## config.mk

```make
export PLATFORM = sky130hd
export DESIGN_NAME = fft_bitrev_reorder_flat
export DESIGN_NICKNAME = d
export VERILOG_FILES = /design/src/rtl/fft_bitrev_reorder_pkg.sv /design/src/rtl/fft_bitrev_reorder_if.sv /design/src/rtl/fft_bitrev_reorder_pp_ram.sv /design/src/rtl/fft_bitrev_reorder.sv /design/src/flat_wrapper.sv
export SDC_FILE = /design/constraint.sdc
export NUM_CORES = 1
export LEC_CHECK = 0
export CAP_MARGIN = 10
export CORE_UTILIZATION = 61
export DETAILED_ROUTE_END_ITERATION = 12
export PLACE_DENSITY = 0.83
export REMOVE_ABC_BUFFERS = 1
export SYNTH_ARGS = -nofsm -noshare
export SYNTH_HDL_FRONTEND = slang
export SYNTH_SLANG_ARGS = --single-unit
export TNS_END_PERCENT = 5
```

## constraint.sdc

```tcl
create_clock -name clk -period 4.17 [get_ports clk]
set_clock_uncertainty 0.1 [all_clocks]
set_input_delay 0.834 -clock clk [delete_from_list [all_inputs] [get_ports clk]]
set_output_delay 0.834 -clock clk [all_outputs]
set_load 0.03 [all_outputs]
```

## src/rtl/fft_bitrev_reorder_pkg.sv

```systemverilog
// fft_pkg: shared sizes, sample type, FSM states and bit-reversal helper for the FFT reorder unit
package fft_pkg;
  localparam int N = 3;
  localparam int W = 16;
  localparam int FRAME = 1 << N;
  typedef struct packed {
    logic signed [W-1:0] re;
    logic signed [W-1:0] im;
  } cpx_t;
  typedef enum logic {W_IDLE, W_FILL} w_state_t;
  typedef enum logic {R_IDLE, R_DRAIN} r_state_t;
  function automatic logic [N-1:0] bitrev(input logic [N-1:0] value, input int n);
    logic [N-1:0] r;
    r = '0;
    for (int i = 0; i < n; i++) r[i] = value[n-1-i];
    return r;
  endfunction
endpackage

```

## src/rtl/fft_bitrev_reorder_if.sv

```systemverilog
// fft_bitrev_reorder_if: bit-reversed input stream and natural-order output stream of the reorder unit
interface fft_bitrev_reorder_if;
  import fft_pkg::*;
  logic                start_ip;
  logic signed [W-1:0] ip_re;
  logic signed [W-1:0] ip_im;
  logic                start_op;
  logic                op_valid;
  logic signed [W-1:0] op_re;
  logic signed [W-1:0] op_im;
  modport master(output start_ip, ip_re, ip_im, input start_op, op_valid, op_re, op_im);
  modport slave(input start_ip, ip_re, ip_im, output start_op, op_valid, op_re, op_im);
endinterface

```

## src/rtl/fft_bitrev_reorder_pp_ram.sv

```systemverilog
// fft_pp_ram: two-bank ping-pong sample store addressed as {bank, addr}; read data is registered by the caller
module fft_pp_ram
  import fft_pkg::*;
(
  input  logic       clk,
  input  logic       we,
  input  logic [N:0] waddr,
  input  cpx_t       wdata,
  input  logic [N:0] raddr,
  output cpx_t       rdata
);
  cpx_t mem [2*FRAME];
  // Plain write port, no reset so it maps onto RAM
  always_ff @(posedge clk)
    if (we) mem[waddr] <= wdata;
  assign rdata = mem[raddr];
endmodule

```

## src/rtl/fft_bitrev_reorder.sv

```systemverilog
// fft_bitrev_reorder: reorders bit-reversed FFT frames into natural bin order using ping-pong banks
module fft_bitrev_reorder
  import fft_pkg::*;
(
  input logic                 clk,
  input logic                 rst_n,
  fft_bitrev_reorder_if.slave bus
);
  w_state_t     w_state, w_next;
  r_state_t     r_state, r_next;
  logic [N-1:0] wr_pos, wr_pos_n, rd_idx, rd_idx_n;
  logic         wr_bank, wr_bank_n, rd_bank, rd_bank_n;
  logic         we, handoff, drain;
  logic [N:0]   waddr, raddr;
  cpx_t         wdata, rdata;
  assign wdata = '{re: bus.ip_re, im: bus.ip_im};
  fft_pp_ram u_ram (
    .clk  (clk),
    .we   (we),
    .waddr(waddr),
    .wdata(wdata),
    .raddr(raddr),
    .rdata(rdata)
  );
  // Next-state logic: a start always reopens position 0 of the current bank; the last fill position hands the bank to the reader, which restarts at bin 0 even when finishing the previous drain
  always_comb begin
    handoff   = w_state == W_FILL && !bus.start_ip && wr_pos == '1;
    we        = bus.start_ip || w_state == W_FILL;
    w_next    = bus.start_ip ? W_FILL : handoff ? W_IDLE : w_state;
    wr_pos_n  = bus.start_ip ? N'(1) : wr_pos + 1'b1;
    wr_bank_n = handoff ? ~wr_bank : wr_bank;
    waddr     = {wr_bank, bus.start_ip ? {N{1'b0}} : bitrev(wr_pos, N)};
    drain     = r_state == R_DRAIN;
    r_next    = handoff ? R_DRAIN : (drain && rd_idx == '1) ? R_IDLE : r_state;
    rd_idx_n  = handoff ? '0 : rd_idx + 1'b1;
    rd_bank_n = handoff ? wr_bank : rd_bank;
    raddr     = {rd_bank, rd_idx};
  end
  // State, counter and bank-select registers
  always_ff @(posedge clk or negedge rst_n)
    if (!rst_n) begin
      w_state <= W_IDLE;
      r_state <= R_IDLE;
      wr_pos  <= '0;
      rd_idx  <= '0;
      wr_bank <= 1'b0;
      rd_bank <= 1'b0;
    end else begin
      w_state <= w_next;
      r_state <= r_next;
      wr_pos  <= wr_pos_n;
      rd_idx  <= rd_idx_n;
      wr_bank <= wr_bank_n;
      rd_bank <= rd_bank_n;
    end
  // Output registers double as the RAM read register; data holds while not draining
  always_ff @(posedge clk or negedge rst_n)
    if (!rst_n) begin
      bus.start_op <= 1'b0;
      bus.op_valid <= 1'b0;
      bus.op_re    <= '0;
      bus.op_im    <= '0;
    end else begin
      bus.start_op <= drain && rd_idx == '0;
      bus.op_valid <= drain;
      if (drain) begin
        bus.op_re <= rdata.re;
        bus.op_im <= rdata.im;
      end
    end
endmodule
```

## src/flat_wrapper.sv

```systemverilog
// flat-port wrapper written by rule: the top's interface ports become plain ports
module fft_bitrev_reorder_flat import fft_pkg::*;
  (clk, rst_n, bus_start_ip, bus_ip_re, bus_ip_im, bus_start_op, bus_op_valid, bus_op_re, bus_op_im);
  fft_bitrev_reorder_if bus_i ();
  input logic clk;
  input logic rst_n;
  input wire logic [$bits(bus_i.start_ip)-1:0] bus_start_ip;
  input wire logic [$bits(bus_i.ip_re)-1:0] bus_ip_re;
  input wire logic [$bits(bus_i.ip_im)-1:0] bus_ip_im;
  output wire logic [$bits(bus_i.start_op)-1:0] bus_start_op;
  output wire logic [$bits(bus_i.op_valid)-1:0] bus_op_valid;
  output wire logic [$bits(bus_i.op_re)-1:0] bus_op_re;
  output wire logic [$bits(bus_i.op_im)-1:0] bus_op_im;
  assign bus_i.start_ip = bus_start_ip;
  assign bus_i.ip_re = bus_ip_re;
  assign bus_i.ip_im = bus_ip_im;
  assign bus_start_op = bus_i.start_op;
  assign bus_op_valid = bus_i.op_valid;
  assign bus_op_re = bus_i.op_re;
  assign bus_op_im = bus_i.op_im;
  fft_bitrev_reorder u_core (.clk(clk), .rst_n(rst_n), .bus(bus_i));
endmodule
```

==> impl_metrics.env, run 1 <==
export IMPL_coreArea_mm2=0.0339
export IMPL_dp_hpwl_um=25500
export IMPL_critPathKind="primary input to flip-flop"
export IMPL_cpLargestDelayFamily="simple AND/OR/NAND/NOR gates"
export IMPL_cts_buffer_depth=3
export IMPL_layout_nets=1058
export IMPL_grtUsageTotal_pct=26.7
export IMPL_async_flop_share_pct=7.91
export IMPL_grt_pass1_wl_um=68000
export IMPL_cts_setup_buffers=0
export IMPL_slew_violations=0
export IMPL_timing_critical_path_slowest_stage_cell="nor2_4"
export IMPL_grt_pass1_vias=10600
export IMPL_final_area_mm2=0.0241
export IMPL_drtIter0Drc=1091
export IMPL_relSlewSlack_pct=40.7
export IMPL_finalCritPeriodShare_pct=68.5
export IMPL_finalSetupViolCount=0
export IMPL_die_w_um=188
export IMPL_hold_class="primary input to asynchronous set/reset pin"
export IMPL_htree_levels=2
export IMPL_hold_slack_ps=226
export IMPL_drtAntennaViolNets=0
export IMPL_vias=10100
export IMPL_initial_core_util_pct=62.5
export IMPL_maxCapViolCount=0
export IMPL_clk_latency_ps=560
export IMPL_final_cell_mix="512 x edfxtp_1, 121 x mux4_2, 67 x clkdlybuf4s50_1"
export IMPL_diodes=0
export IMPL_post_route_min_period_ps=2850
export IMPL_drc=0
export IMPL_n_fill_cell=1876
export IMPL_io_buffers=68
export IMPL_wl_per_cell_um=30.1
export IMPL_power_density_mw_per_mm2=649
export IMPL_grt_max_degree=49
export IMPL_critical_path_max_fanout=14
export IMPL_fp_dieH_um=188
export IMPL_dieArea_mm2=0.0354
export IMPL_worstSetupEndpointType="flip-flop"
export IMPL_wl_um=45400
export IMPL_cts_num_sinks=556
export IMPL_fmax_mhz=350
export IMPL_syn_to_final_growth_pct=13.9
export IMPL_worstPathRequired_ps=4320
export IMPL_r2r_start="u_core.rd_idx[1]"
export IMPL_tritoncts="built"
export IMPL_holdBufCountCts=0
export IMPL_syn_cell_area_mm2=0.0212
export IMPL_grt_ovfl_total=0
export IMPL_power_total_uw=15600
export IMPL_reg2reg_depth=4
export IMPL_r2r_end="u_core.bus.op_re[8]"
export IMPL_synth_seq_area_share_pct=77.9
export IMPL_io_pins=69
export IMPL_status="finished clean"
export IMPL_synth_ff_type="edfxtp_1"
export IMPL_ys_warnings_count=0
export IMPL_synth_seq_cells=556
export IMPL_fin_util_pct=71.1
export IMPL_crit_arrival_ps=3010
export IMPL_gp_congestion=0.746
export IMPL_timing_critical_path_buf_inv=2
export IMPL_cts_clk_slew_worst_paths_ps=60
export IMPL_synthCells=913
export IMPL_antenna_found_initial=0
export IMPL_ir_worst_vdd_mv=0.440
export IMPL_dp_cells=1414
export IMPL_viasPerCell=6.68
export IMPL_cts_root_buf="clkbuf_16"
export IMPL_rsz0062_at_grt="false"
export IMPL_dpl_cell_area_mm2=0.0225
export IMPL_drt_pass1_iter_count=8
export IMPL_cts_resized_gates=0
export IMPL_leakagePower_uw=0.00778
export IMPL_synth_edff_count=512
export IMPL_cp_cell_sequence="clkdlybuf4s50_1 -> nor2b_1 -> nand3_1 -> nor2_4 -> buf_4"
export IMPL_rows=67
export IMPL_layout_commonest_cell="edfxtp_1"
export IMPL_fin_cells=1508
export IMPL_hold_viol_final=0
export IMPL_drive_gt1_share_pct=26.1
export IMPL_avgSynthCellArea_um2=23.2
export IMPL_numCtsBuffers=50
export IMPL_synth_cell_types=31
export IMPL_cp_slowest_stage_delay_ps=600
export IMPL_reg2reg_slack_ps=1630
export IMPL_worst_pin_slew_ps=889
export IMPL_critPathLaunchType="primary input"
[worst reg2reg max path: cells and delay by family, from the launching register on]
| kind | cells | cell delay (ps) |
|---|---|---|
| AO/OA/AOI/OAI | 2 | 500 |
| buffers and inverters | 1 | 500 |
| multiplexers | 1 | 580 |
| flip-flops | 1 | 690 |
[per-stage QoR]
stage                     worst slack [ps]  setup TNS, ps
after global placement                 922              0
final                                 1320              0
after global routing                  1200              0
after CTS                             1330              0
after detailed placement               826              0
after floorplan                      -1020         -32540
[layout make-up]
class                   count  area (um^2)  area share [%]
flip-flops and latches    556        16500            68.4
multi-input cells         304         4430            18.4
clock buffers              78         1470            6.10
repair buffers            101         1020            4.25
well taps                 448          561            2.33
clock inverters            16          103           0.426
inverters                   5         18.8          0.0779
[metal layers]
layer  GRT usage [%]  vias to the layer above  share of wire, %
met2            43.2                      587                50
met3            4.92                       97               8.5
met4            9.01                        0               2.8
met5               0                        -                 0
li1                -                     4080                 -
met1            37.3                     5308                38
[synth_stat cells, types with 5 or more instances]
cell type	n	area [um^2]
a221oi_2	30	450
buf_2	10	50.1
buf_6	13	146
clkbuf_1	17	63.8
dfrtp_1	44	1100
edfxtp_1	512	15400
ha_1	5	62.6
mux2i_1	32	320
mux4_1	7	184
mux4_2	121	2730
nor2_1	49	184
nor2b_1	5	31.3
o22ai_1	32	200
[logic make-up after synthesis]
group / Yosys count / synth area share (%)
AO/OA/AOI/OAI: 66 / 3.22
XOR/XNOR: 1 / 0.0414
buffers and inverters: 53 / 1.80
AND/OR/NAND/NOR: 71 / 1.47
multiplexers: 161 / 15.3
flip-flops: 556 / 77.9
adder cells (fa/ha/maj): 5 / 0.296
[how the worst max path moves through the flow]
| stage | endpoint | from | cells past startpoint | slack (ps) |
|---|---|---|---|---|
| after floorplan | u_core.bus.op_im[13] | u_core.rd_idx[2] | 3 | -1020 |
| after global placement | u_core.u_ram.mem[14][18] | bus_start_ip | 5 | 920 |
| after detailed placement | u_core.u_ram.mem[14][2] | bus_start_ip | 5 | 830 |
| after CTS | u_core.u_ram.mem[14][13] | bus_start_ip | 5 | 1330 |
| after global routing | u_core.u_ram.mem[14][13] | bus_start_ip | 5 | 1200 |
| final | u_core.u_ram.mem[14][13] | bus_start_ip | 5 | 1320 |
[power by group]
group          internal, uW  total, uW  switching, uW
clock network          2490       4420           1940
registers              6630       7040            409
logic                  1900       4170           2270
total                 11000      15600           4620
[flip-flops by register name, summed over array words and instances, names as in the netlist]
name and cells:
u_core.w_state 1, u_core.rd_bank 1, u_core.rd_idx 3, u_core.bus.start_op 1, u_core.wr_bank 1, u_core.drain 1
u_core.wr_pos 3, u_core.u_ram.mem 512, u_core.bus.op_valid 1, u_core.bus.op_im 16, u_core.bus.op_re 16
No activity file was read; power rests on OpenSTA's default activity.
==> run 2, diff against run 1 <==
==> constraint.sdc (replaced) <==
create_clock -name clk -period 2.9 [get_ports clk]
set_clock_uncertainty 0.1 [all_clocks]
set_input_delay 0.58 -clock clk [delete_from_list [all_inputs] [get_ports clk]]
set_output_delay 0.58 -clock clk [all_outputs]
set_load 0.03 [all_outputs]
==> run 2 against run 1 <==
Cell area rose by 2.0%. Final cell count rose by 1.5%. First-iteration DRC count rose by 55%. Register-to-register slack got worse by 1100 ps. Power rose by 50%. Via count rose by 6.2%.
==> impl_metrics.env, run 2 (synthesized netlist as in run 1, its figures left out) <==
export IMPL_grt_ovfl_total=0
export IMPL_switching_share_pct=29.5
export IMPL_grt_pass1_vias=10900
export IMPL_drtIter0Drc=1689
export IMPL_drtAntennaViolNets=0
export IMPL_worst_pin_slew_ps=786
export IMPL_cts_resized_gates=0
export IMPL_crit_arrival_ps=2560
export IMPL_drc=0
export IMPL_clk_latency_ps=570
export IMPL_power_density_mw_per_mm2=953
export IMPL_critPathLaunchType="primary input"
export IMPL_power_frac_seq_pct=43.1
export IMPL_dp_hpwl_um=27400
export IMPL_cell_internal_pwr_uw=16500
export IMPL_layout_commonest_cell="edfxtp_1"
export IMPL_reg_top3="u_core.u_ram.mem x512, u_core.bus.op_im x16, u_core.bus.op_re x16"
export IMPL_dieArea_mm2=0.0354
export IMPL_worstSetupEndpointType="flip-flop"
export IMPL_final_cell_mix="512 x edfxtp_1, 121 x mux4_2, 67 x clkdlybuf4s50_1"
export IMPL_power_total_uw=23400
export IMPL_leakagePower_uw=0.00801
export IMPL_hold_viol_final=0
export IMPL_n_fill_cell=1812
export IMPL_tritoncts="built"
export IMPL_drt_pass1_iter_count=6
export IMPL_htree_levels=2
export IMPL_syn_to_final_growth_pct=16.2
export IMPL_finalCritPeriodShare_pct=83.0
export IMPL_worstPathRequired_ps=3050
export IMPL_wl_um=49300
export IMPL_cts_root_buf="clkbuf_16"
export IMPL_clockPowerShare_pct=29.6
export IMPL_fin_util_pct=72.6
export IMPL_numCtsBuffers=52
export IMPL_slew_violations=0
export IMPL_finalSetupViolCount=0
export IMPL_layout_nets=1081
export IMPL_diodes=0
export IMPL_cts_buffer_depth=3
export IMPL_critPathKind="primary input to flip-flop"
export IMPL_drive_gt1_share_pct=28.7
export IMPL_critical_path_max_fanout=13
export IMPL_largest_reg_flops=512
export IMPL_io_pins=69
export IMPL_coreArea_mm2=0.0339
export IMPL_fmax_mhz=415
export IMPL_rsz0062_at_grt="false"
export IMPL_hold_class="flip-flop to flip-flop"
export IMPL_fp_dieH_um=188
export IMPL_rows=67
export IMPL_initial_core_util_pct=62.5
export IMPL_grt_pass1_wl_um=72900
export IMPL_antenna_found_initial=0
export IMPL_grt_max_degree=42
export IMPL_gp_congestion=0.809
export IMPL_comb_power_share_pct=27.3
export IMPL_viasPerCell=6.99
export IMPL_die_w_um=188
export IMPL_top_register="u_core.u_ram.mem"
export IMPL_cts_num_sinks=556
export IMPL_wl_per_cell_um=32.2
export IMPL_grtUsageTotal_pct=28.9
export IMPL_maxCapViolCount=0
export IMPL_status="finished clean"
export IMPL_relSlewSlack_pct=47.6
export IMPL_io_buffers=68
export IMPL_vias=10700
export IMPL_ir_worst_vdd_mv=0.613
export IMPL_cts_setup_buffers=0
export IMPL_cts_clk_slew_worst_paths_ps=60
export IMPL_post_route_min_period_ps=2410
export IMPL_switchingPower_uw=6900
==> run 2: metrics by stage <==
| step | worst slack [ps] | instances | cell area (um^2) | TNS [ps] | hold WS (ps) |
|---|---|---|---|---|---|
| final | 492 | 1531 | 24600 | 0 | 471 |
| after global placement | 286 | 1434 | 22800 | 0 | 454 |
| after detailed placement | 152 | 1434 | 22800 | 0 | 458 |
| after CTS | 521 | 1531 | 24600 | 0 | 467 |
| after floorplan | -2290 | 865 | 20800 | -126370 | 184 |
| after global routing | 405 | 1531 | 24600 | 0 | 495 |
==> run 2: cell type report <==
| cell class | count | area, um^2 | area share (%) |
|---|---|---|---|
| Multi-Input combinational cell | 304 | 4430 | 18.0 |
| Inverter | 5 | 18.8 | 0.0763 |
| Sequential cell | 556 | 16500 | 67.1 |
| Clock buffer | 70 | 1440 | 5.86 |
| Tap cell | 448 | 561 | 2.28 |
| Timing Repair Buffer | 122 | 1350 | 5.48 |
| Clock inverter | 26 | 300 | 1.22 |
==> run 2: final timing paths <==
kind                                      start                     end  slack (ps)  depth (start not counted)
hold reg to reg            u_core.bus.op_re[15]    u_core.bus.op_re[15]         470                          2
min in group asynchronous                 rst_n     u_core.bus.op_re[8]         520                          2
setup reg to reg               u_core.rd_idx[2]     u_core.bus.op_re[4]         500                          4
max in group asynchronous                 rst_n    u_core.bus.op_im[15]        1430                          3
setup / recovery                   bus_start_ip  u_core.u_ram.mem[9][3]         490                          6
hold / removal             u_core.bus.op_re[15]    u_core.bus.op_re[15]         470                          2
==> run 2: power by group through the flow <==
stage	sequential, uW	combinational (uW)	clock (uW)
2_1_floorplan	11000	3210	0
3_3_place_gp	10200	6150	0
3_5_place_dp	10200	6300	0
4_1_cts	10100	6430	6990
5_1_grt	10200	6710	7290
6_report	10100	6390	6940
==> run 2: timing repair <==
action                     CTS  global route
hold buffers                 1             0
hold endpoints to repair    13             0
setup endpoints to repair    0             0
==> run 2: critical path: stages <==
cell	delay, ps
clkdlybuf4s50_1	550
buf_4	230
nor2_1	220
nand3_1	350
nor2_4	300
buf_4	310
==> run 2: metal layers <==
| layer | track usage (%) | part of all wire, % |
|---|---|---|
| met5 | 0 | 0 |
| met4 | 10.6 | 3.2 |
| met3 | 5.31 | 11 |
| met2 | 45.9 | 49 |
| met1 | 40.8 | 37 |
